==> src/rtl/jump_wb_buffer_pkg.sv <==
// Shared definitions for the jump write-back buffer slice: register index
// width, FSM state encoding and a small destination-register helper.
package jump_wb_buffer_pkg;

  localparam int RD_W = 5;

  typedef enum logic {
    IDLE    = 1'b0,
    WAIT_FU = 1'b1
  } jwb_state_t;

  // x0 is hard-wired to zero, so a link into it never needs a write-back
  function automatic logic rd_writes(input logic [RD_W-1:0] rd);
    return rd != '0;
  endfunction

endpackage

==> src/rtl/jump_wb_buffer_wb_fifo.sv <==
// Small circular FIFO of {rd, link value} write-back entries. Storage is
// left unreset; only pointers and occupancy are cleared.
module wb_fifo
  import jump_wb_buffer_pkg::*;
#(
  parameter  int DEPTH = 2,
  parameter  int XLEN  = 32,
  localparam int PTR_W = $clog2(DEPTH)
) (
  input  logic            clk,
  input  logic            rst_n,
  input  logic            push,
  input  logic [RD_W-1:0] push_rd,
  input  logic [XLEN-1:0] push_data,
  input  logic            pop,
  output logic            full,
  output logic            empty,
  output logic [PTR_W:0]  count,
  output logic [RD_W-1:0] head_rd,
  output logic [XLEN-1:0] head_data
);

  logic [RD_W-1:0]  mem_rd   [DEPTH];
  logic [XLEN-1:0]  mem_data [DEPTH];
  logic [PTR_W-1:0] wr_ptr;
  logic [PTR_W-1:0] rd_ptr;
  logic             do_push;
  logic             do_pop;

  assign full      = (count == (PTR_W+1)'(DEPTH));
  assign empty     = (count == '0);
  assign do_pop    = pop && !empty;
  // a simultaneous pop frees the slot a full FIFO would otherwise lack
  assign do_push   = push && (!full || do_pop);
  assign head_rd   = mem_rd[rd_ptr];
  assign head_data = mem_data[rd_ptr];

  always_ff @(posedge clk) begin
    if (do_push) begin
      mem_rd[wr_ptr]   <= push_rd;
      mem_data[wr_ptr] <= push_data;
    end
  end

  always_ff @(posedge clk or negedge rst_n) begin
    if (!rst_n) begin
      wr_ptr <= '0;
      rd_ptr <= '0;
      count  <= '0;
    end else begin
      if (do_push) wr_ptr <= wr_ptr + 1'b1;
      if (do_pop)  rd_ptr <= rd_ptr + 1'b1;
      case ({do_push, do_pop})
        2'b10:   count <= count + 1'b1;
        2'b01:   count <= count - 1'b1;
        default: count <= count;
      endcase
    end
  end

endmodule

==> src/rtl/jump_wb_buffer.sv <==
// Tracks one in-flight jump/branch, turns its completion into a registered
// fetch redirect and queues the link-register write for the register file.
module jump_wb_buffer
  import jump_wb_buffer_pkg::*;
#(
  parameter int DEPTH = 2,
  parameter int XLEN  = 32
) (
  input  logic            clk,
  input  logic            rst_n,
  input  logic            iss_en,
  input  logic [RD_W-1:0] iss_rd,
  input  logic            fu_finish,
  input  logic            fu_is_jump,
  input  logic [XLEN-1:0] fu_pc_jump,
  input  logic [XLEN-1:0] fu_pc_wb,
  output logic            busy,
  output logic            redirect_valid,
  output logic [XLEN-1:0] redirect_pc,
  output logic            wb_valid,
  input  logic            wb_ready,
  output logic [RD_W-1:0] wb_rd,
  output logic [XLEN-1:0] wb_data,
  output logic            err
);

  localparam int PTR_W = $clog2(DEPTH);

  jwb_state_t      state;
  logic [RD_W-1:0] rd_q;
  logic            finish_acc;
  logic            fifo_push;
  logic            fifo_pop;
  logic            fifo_full;
  logic            fifo_empty;
  logic [PTR_W:0]  fifo_count;
  logic            push_drop;

  assign busy       = (state == WAIT_FU) || (fifo_count == (PTR_W+1)'(DEPTH));
  assign wb_valid   = !fifo_empty;
  assign fifo_pop   = wb_valid && wb_ready;
  assign finish_acc = fu_finish && (state == WAIT_FU);
  assign fifo_push  = finish_acc && rd_writes(rd_q);
  assign push_drop  = fifo_push && fifo_full && !fifo_pop;

  wb_fifo #(.DEPTH(DEPTH), .XLEN(XLEN)) u_wb_fifo (
    .clk       (clk),
    .rst_n     (rst_n),
    .push      (fifo_push),
    .push_rd   (rd_q),
    .push_data (fu_pc_wb),
    .pop       (fifo_pop),
    .full      (fifo_full),
    .empty     (fifo_empty),
    .count     (fifo_count),
    .head_rd   (wb_rd),
    .head_data (wb_data)
  );

  // err is sticky: stray issues, stray completions and dropped pushes all latch it
  always_ff @(posedge clk or negedge rst_n) begin
    if (!rst_n) begin
      state          <= IDLE;
      rd_q           <= '0;
      redirect_valid <= 1'b0;
      redirect_pc    <= '0;
      err            <= 1'b0;
    end else begin
      case (state)
        IDLE: begin
          if (iss_en && !busy) begin
            rd_q  <= iss_rd;
            state <= WAIT_FU;
          end
        end
        WAIT_FU: begin
          if (fu_finish) state <= IDLE;
        end
        default: state <= IDLE;
      endcase
      redirect_valid <= finish_acc && fu_is_jump;
      if (finish_acc && fu_is_jump) redirect_pc <= fu_pc_jump;
      if ((iss_en && busy) || (fu_finish && state == IDLE) || push_drop) err <= 1'b1;
    end
  end

endmodule

==> config.mk <==
export PLATFORM = sky130hd
export DESIGN_NAME = jump_wb_buffer
export DESIGN_NICKNAME = d
export VERILOG_FILES = /design/src/rtl/jump_wb_buffer_pkg.sv /design/src/rtl/jump_wb_buffer_wb_fifo.sv /design/src/rtl/jump_wb_buffer.sv
export SDC_FILE = /design/constraint.sdc
export NUM_CORES = 1
export LEC_CHECK = 0
export ABC_AREA = 1
export CORE_MARGIN = 2
export CORE_UTILIZATION = 46
export DETAILED_ROUTE_END_ITERATION = 8
export PLACE_DENSITY = 0.91
export SLEW_MARGIN = 0
export SYNTH_ARGS = -nofsm -noshare
export SYNTH_HDL_FRONTEND = slang
export SYNTH_SLANG_ARGS = --single-unit
==> constraint.sdc <==
create_clock -name clk -period 3.5 [get_ports clk]
set_input_delay 0.7 -clock clk [delete_from_list [all_inputs] [get_ports clk]]
set_output_delay 0.7 -clock clk [all_outputs]
set_load 0.005 [all_outputs]
* Yosys cells after proc, flatten, opt, wreduce, memory -nomap -nowiden
Memory sizes are Yosys's and may differ from the RTL's. Cells that the tools add are included.
Word-level totals: memories kept 2, memory bits (read-only) 0, input port bits 75, RAM bits 74, register bits after elaboration 44, latch bits 0
Memories:
- u_wb_fifo.mem_data | depth 2, bits a word 32, rd ports 1, clocked after memory_dff 0, wr ports 1, RTL line jump_wb_buffer_wb_fifo.sv:24 | logic [XLEN-1:0] mem_data [DEPTH];
- u_wb_fifo.mem_rd | depth 2, bits a word 5, rd ports 1, clocked after memory_dff 0, wr ports 1, RTL line jump_wb_buffer_wb_fifo.sv:23 | logic [RD_W-1:0] mem_rd [DEPTH];
Cells by class: $lt $le $gt $ge 0, divide/modulo/power cells 0, multiply operators 0, multiplexer cells 6, add/sub/neg operators 4, reductions and logical operators 23, bitwise logic cells 1, shift-type cells 0, equality and inequality tests 3
Operator list (count):
- logical AND 1 bit | 11
- nonzero test 5 bit | 1
- equality test 2 bit (second input constant) | 2
- zero test 1 bit | 4
- logical OR 1 bit | 4
- two-way mux 1 bit | 4
- case mux 2 bit (2 select lines) | 1
- adder 1 bit (second input constant) | 2
- adder 2 x 1 -> 2 bit (second input constant) | 1
- equality test 2 x 1 -> 1 bit (second input constant) | 1
- zero test 2 bit | 1
- case mux 1 bit (2 select lines) | 1
- AND reduction 2 bit | 1
- nonzero test 2 bit | 1
- subtractor 2 x 1 -> 2 bit (second input constant) | 1
- NOT 1 bit | 1

* Depth between registers and ports, before layout
word-level depth 8, gate-level depth with buffers 8, mapped depth without buffers 8

* Modules after synthesis
From an unflattened synthesis, not the netlist that was laid out.
Second synthesis, totals: cells, all modules 408, area total of the unflattened synthesis 4559.4 um2
Modules (own cells, without submodules):
- wb_fifo | cells each 223, seq. area each 2322.2 um2, area an instance 2927.8 um2, instances 1
- jump_wb_buffer | cells each 185, seq. area each 1001.0 um2, area an instance 1631.6 um2, instances 1

* Worst setup path after synthesis
Ideal clock, no wire load.
path kind input-to-reg, start point input fu_finish, end point memory u_wb_fifo.mem_data[1][0] (enable), setup slack 541 ps, data required time 3069 ps, cell stages on the path 4, arrival 2528 ps, setup time 431 ps, path buffers 0, cell sequence nand2_1 inv_2 nand3_1 nor2_1
On the way: cells in the longest elaborated chain, start to end 5
RTL lines:
- start, declared | RTL line jump_wb_buffer.sv:13 | input logic fu_finish,
- logical AND 1 bit | RTL line jump_wb_buffer.sv:42 | assign finish_acc = fu_finish && (state == WAIT_FU);
- logical AND 1 bit | RTL line jump_wb_buffer.sv:43 | assign fifo_push = finish_acc && rd_writes(rd_q);
- logical AND 1 bit | RTL line jump_wb_buffer_wb_fifo.sv:34 | assign do_push = push && (!full || do_pop);
- two-way mux 1 bit | RTL line jump_wb_buffer_wb_fifo.sv:39 | if (do_push) begin
- two-way mux 1 bit (implied by the code) | RTL line jump_wb_buffer_wb_fifo.sv:41 | mem_data[wr_ptr] <= push_data;
- end, declared | RTL line jump_wb_buffer_wb_fifo.sv:24
Every way passes these cells.

* Worst setup path in the final report
start point register u_wb_fifo.rd_ptr, end point output wb_data[0]
On the way: cells in the longest elaborated chain, start to end 1
RTL lines:
- start, declared | RTL line jump_wb_buffer_wb_fifo.sv:26 | logic [PTR_W-1:0] rd_ptr;
- start signal, assigned | RTL line jump_wb_buffer_wb_fifo.sv:52 | if (do_pop) rd_ptr <= rd_ptr + 1'b1;
- memory read (2 x 32 bit)
- end, declared | RTL line jump_wb_buffer.sv:23 | output logic [XLEN-1:0] wb_data,
Every way passes these cells.

==> results.cfg <==
[run_status]
run_status = finished clean

[final_layout]
antennaDiodeCount = 0
final_core_util_pct = 69.0
finish.instance_area_sq_um = 6620
area_overhead_vs_synth_pct = 47.6
drive_gt1_share_pct = 7.47
final_nets = 625

[detailed_routing]
route.detailed.wl_per_inst_um = 14.3
route.vias.total = 3220
drt_first_pass_iters = 4
drt-initial-drc-count = 122
antenna_left = 0
post_drt_via_cell_ratio = 4.63
drc_violation_count_after_routing = 0
wirelength_mm = 9.95

[yosys]
synth-seq-cells = 118
synth_enable_flop_cells = 74
seq_area_frac_synth_pct = 74.1
synth.cells.most_frequent = sky130_fd_sc_hd__nand2_1 (222), sky130_fd_sc_hd__edfxtp_1 (74), sky130_fd_sc_hd__dfrtp_1 (44), sky130_fd_sc_hd__inv_1 (13), sky130_fd_sc_hd__buf_2 (10)
post-synth-top-count-cell = sky130_fd_sc_hd__nand2_1
synth-async-reset-ratio_pct = 37.3
synth_top_cell_area_share_pct = 49.6
dominant_register_cell_in_the_synthesized_netlist = sky130_fd_sc_hd__edfxtp_1
yosys.area.top_type = sky130_fd_sc_hd__edfxtp_1
yosys_cell_types = 23
synthTopCellsByArea = sky130_fd_sc_hd__edfxtp_1 (50%), sky130_fd_sc_hd__dfrtp_1 (25%), sky130_fd_sc_hd__nand2_1 (19%)
synth_cell_area_sq_um = 4480
synthesized_area_divided_by_synthesized_cell_count_sq_um = 11.4
synth_warnings = 0
post_synth_inst_count = 394
nets_in_the_synthesized_netlist = 470

[clocking]
postCtsSetupRepairBufs = 0
cts-resized-gates = 0
clk_root_buffer_cell = sky130_fd_sc_hd__clkbuf_8
cts_tree = built
number_of_sinks_on_the_clock_net = 118
clock_pin_slew_of_the_registers_on_the_worst_case_setup_and_hold_paths_ns = 0.05
cts_made_buffers = 17
clock_path_buffers = 2
h-tree-depth = 4
cts_hold_buffers = 0
worstSkewPairLatency_ns = 0.50

[worst_setup_path]
crit_path_leading_delay_family = buffers and inverters
cp_cell_sequence = inv_1 -> buf_4 -> nand2_1 -> nand2_1 -> clkdlybuf4s50_1
critPathMaxStageDelay_ns = 0.51
regToRegStartpoint = u_wb_fifo.count[0]
worstSetupStartpointType = register
criticalPathCategory = reg2out
worst-path-buf-inv = 3
cp_slowest_cell = sky130_fd_sc_hd__clkdlybuf4s50_1
reg2reg_depth = 5
crit_required_ns = 2.80
regToRegEndpoint = u_wb_fifo.mem_data[1][25]
worst_path_most_repeated_cell = sky130_fd_sc_hd__nand2_1
crit_path_max_fanout = 37
cp-end-kind = output port
timing.critical_path.arrival_ns = 2.01
timing.reg2reg.setup_slack_ns = 1.77

[timing]
timing.max_slew.rel_slack_pct = 33.9
hold_viol = 0
setup_total_negative_slack_ns = 0
grt_setup_unrepaired = no
final.period_utilization_pct = 77.4
hold_ws_ns = 0.371
finClkSkew_ns = 0.00352
finalMaxSlewViolations = 0
fmax_ghz = 0.369
setup-violations-final = 0
final.min_clock_period_ns = 2.71
worst_slew_pin_slew_ns = 0.992

[power_and_ir_drop]
pwr_density_cell_nw_per_um2 = 834
power_frac_seq_pct = 37.6
share_clk_of_total_power_pct = 29.8
vdd_ir_drop_max_uv = 423
power_switching_share_pct = 28.5
p_leak_uw = 0.00286
internal-power_uw = 3950
total_switching_power_uw = 1570
power_uw = 5520
combinationalPowerShare_pct = 32.6

[flow_run]
count_of_maximum_capacitance_violations = 0

[floorplan]
design.die.area_sq_um = 10600
rows = 36
dieHeight_um = 103
core_region_area_sq_um = 9590
die_width_um = 103
boundaryPins = 148
floorplan.initialDensity_pct = 46.7

[placement]
place.port_buffers = 147
place.detailed.hpwl_mm = 6.74
dpl-instance-area_sq_um = 6050
gp_routability_congestion = 0.747

[global_routing]
grt_start_max_net_pins = 45
grt_first_pass_wirelength_mm = 15.2
number_of_antenna_violations_at_the_first_check_in_global_routing = 0
grt.overflow.total = 0
global_route.usage.total_pct = 19.4
grt_pass1_vias = 3210

[worst_hold_path]
worst_hold_path_type = in2async
==> routing by layer <==
| metal | vias up | global-route usage (%) | part of all wire [%] |
|---|---|---|---|
| li1 | 1568 | - | - |
| met1 | 1502 | 22.1 | 40 |
| met2 | 140 | 32.4 | 49 |
| met3 | 10 | 8.61 | 10 |
| met4 | 0 | 7.59 | 1.0 |
| met5 | - | 0 | 0 |
==> worst max path at each step <==
stage,from,end,cells past startpoint
3_3_place_gp,wb_ready,u_wb_fifo.mem_data[1][1],5
2_1_floorplan,fu_finish,u_wb_fifo.mem_data[1][0],4
6_report,u_wb_fifo.rd_ptr,wb_data[0],5
4_1_cts,u_wb_fifo.rd_ptr,wb_data[0],5
3_5_place_dp,wb_ready,u_wb_fifo.mem_data[1][1],5
5_1_grt,u_wb_fifo.rd_ptr,wb_data[25],5
==> worst register-to-register path: stages (launching register included) <==
cell,delay [ns]
sky130_fd_sc_hd__dfrtp_1,0.39
sky130_fd_sc_hd__inv_1,0.09
sky130_fd_sc_hd__nand3b_1,0.14
sky130_fd_sc_hd__nand3_1,0.19
sky130_fd_sc_hd__nor2_4,0.11
sky130_fd_sc_hd__buf_4,0.42
==> logic make-up (layout without fill, tap and decap cells) <==
kind of cell	Yosys count	in the layout	share of synthesized area, %
XOR/XNOR	3	3	0.586
AND/OR/NAND/NOR	233	233	20.1
buffers and inverters	30	198	3.52
adder cells (fa/ha/maj)	1	1	0.279
AO/OA/AOI/OAI	9	9	1.42
flip-flops	118	118	74.1
==> placed cells by master, fill, tap and decap left out <==
master / count
sky130_fd_sc_hd__buf_4: 4
sky130_fd_sc_hd__a21oi_2: 1
sky130_fd_sc_hd__or2_2: 1
sky130_fd_sc_hd__xnor2_1: 1
sky130_fd_sc_hd__inv_6: 1
sky130_fd_sc_hd__inv_2: 1
sky130_fd_sc_hd__ha_1: 1
sky130_fd_sc_hd__nor2_1: 3
sky130_fd_sc_hd__clkdlybuf4s50_1: 146
sky130_fd_sc_hd__nand3_1: 2
sky130_fd_sc_hd__clkbuf_8: 1
sky130_fd_sc_hd__inv_1: 13
sky130_fd_sc_hd__dfrtp_1: 44
sky130_fd_sc_hd__clkinv_1: 1
sky130_fd_sc_hd__buf_2: 1
sky130_fd_sc_hd__edfxtp_1: 74
sky130_fd_sc_hd__xor2_1: 2
sky130_fd_sc_hd__nor2_4: 1
sky130_fd_sc_hd__a21oi_1: 2
sky130_fd_sc_hd__nand2_1: 222
sky130_fd_sc_hd__nand3_2: 1
sky130_fd_sc_hd__clkbuf_1: 5
sky130_fd_sc_hd__o21ai_0: 2
sky130_fd_sc_hd__nand2_4: 1
sky130_fd_sc_hd__nand4_1: 1
sky130_fd_sc_hd__o21ai_2: 4
sky130_fd_sc_hd__clkinv_2: 4
sky130_fd_sc_hd__clkinvlp_4: 1
sky130_fd_sc_hd__nand3b_1: 1
sky130_fd_sc_hd__clkbuf_16: 16
sky130_fd_sc_hd__inv_4: 1
sky130_fd_sc_hd__bufinv_16: 3
==> through the flow <==
step | std cells | worst slack, ns
final | 695 | 0.789
after floorplan | 394 | 0.541
after detailed placement | 663 | 0.996
after CTS | 695 | 0.736
after global placement | 663 | 1.05
after global routing | 695 | 0.610
==> flip-flops by register name, summed over array words and instances (netlist names) <==
name and flops:
u_wb_fifo.wr_ptr 1, redirect_valid 1, err 1, u_wb_fifo.mem_data 64
u_wb_fifo.rd_ptr 1, u_wb_fifo.mem_rd 10, redirect_pc 32, u_wb_fifo.count 2
state 1, rd_q 5
==> area by class of cell <==
class                      count  area [sq um]
sequential                   118          3320
fill                         685          2980
timing repair buffer         151          1500
multi-input combinational    246          1010
clock buffer                  22           433
tap                          133           166
clock inverter                10           130
inverter                      15          58.8
==> power groups by stage <==
| stage | combinational [uW] | sequential (uW) | clock (uW) |
|---|---|---|---|
| 6_report | 1800 | 2070 | 1650 |
| 5_1_grt | 2000 | 2110 | 1740 |
| 4_1_cts | 1830 | 2070 | 1680 |
| 3_5_place_dp | 1820 | 2090 | 0 |
| 3_3_place_gp | 1760 | 2070 | 0 |
| 2_1_floorplan | 755 | 2080 | 0 |
(Power assumes the default switching activity.)
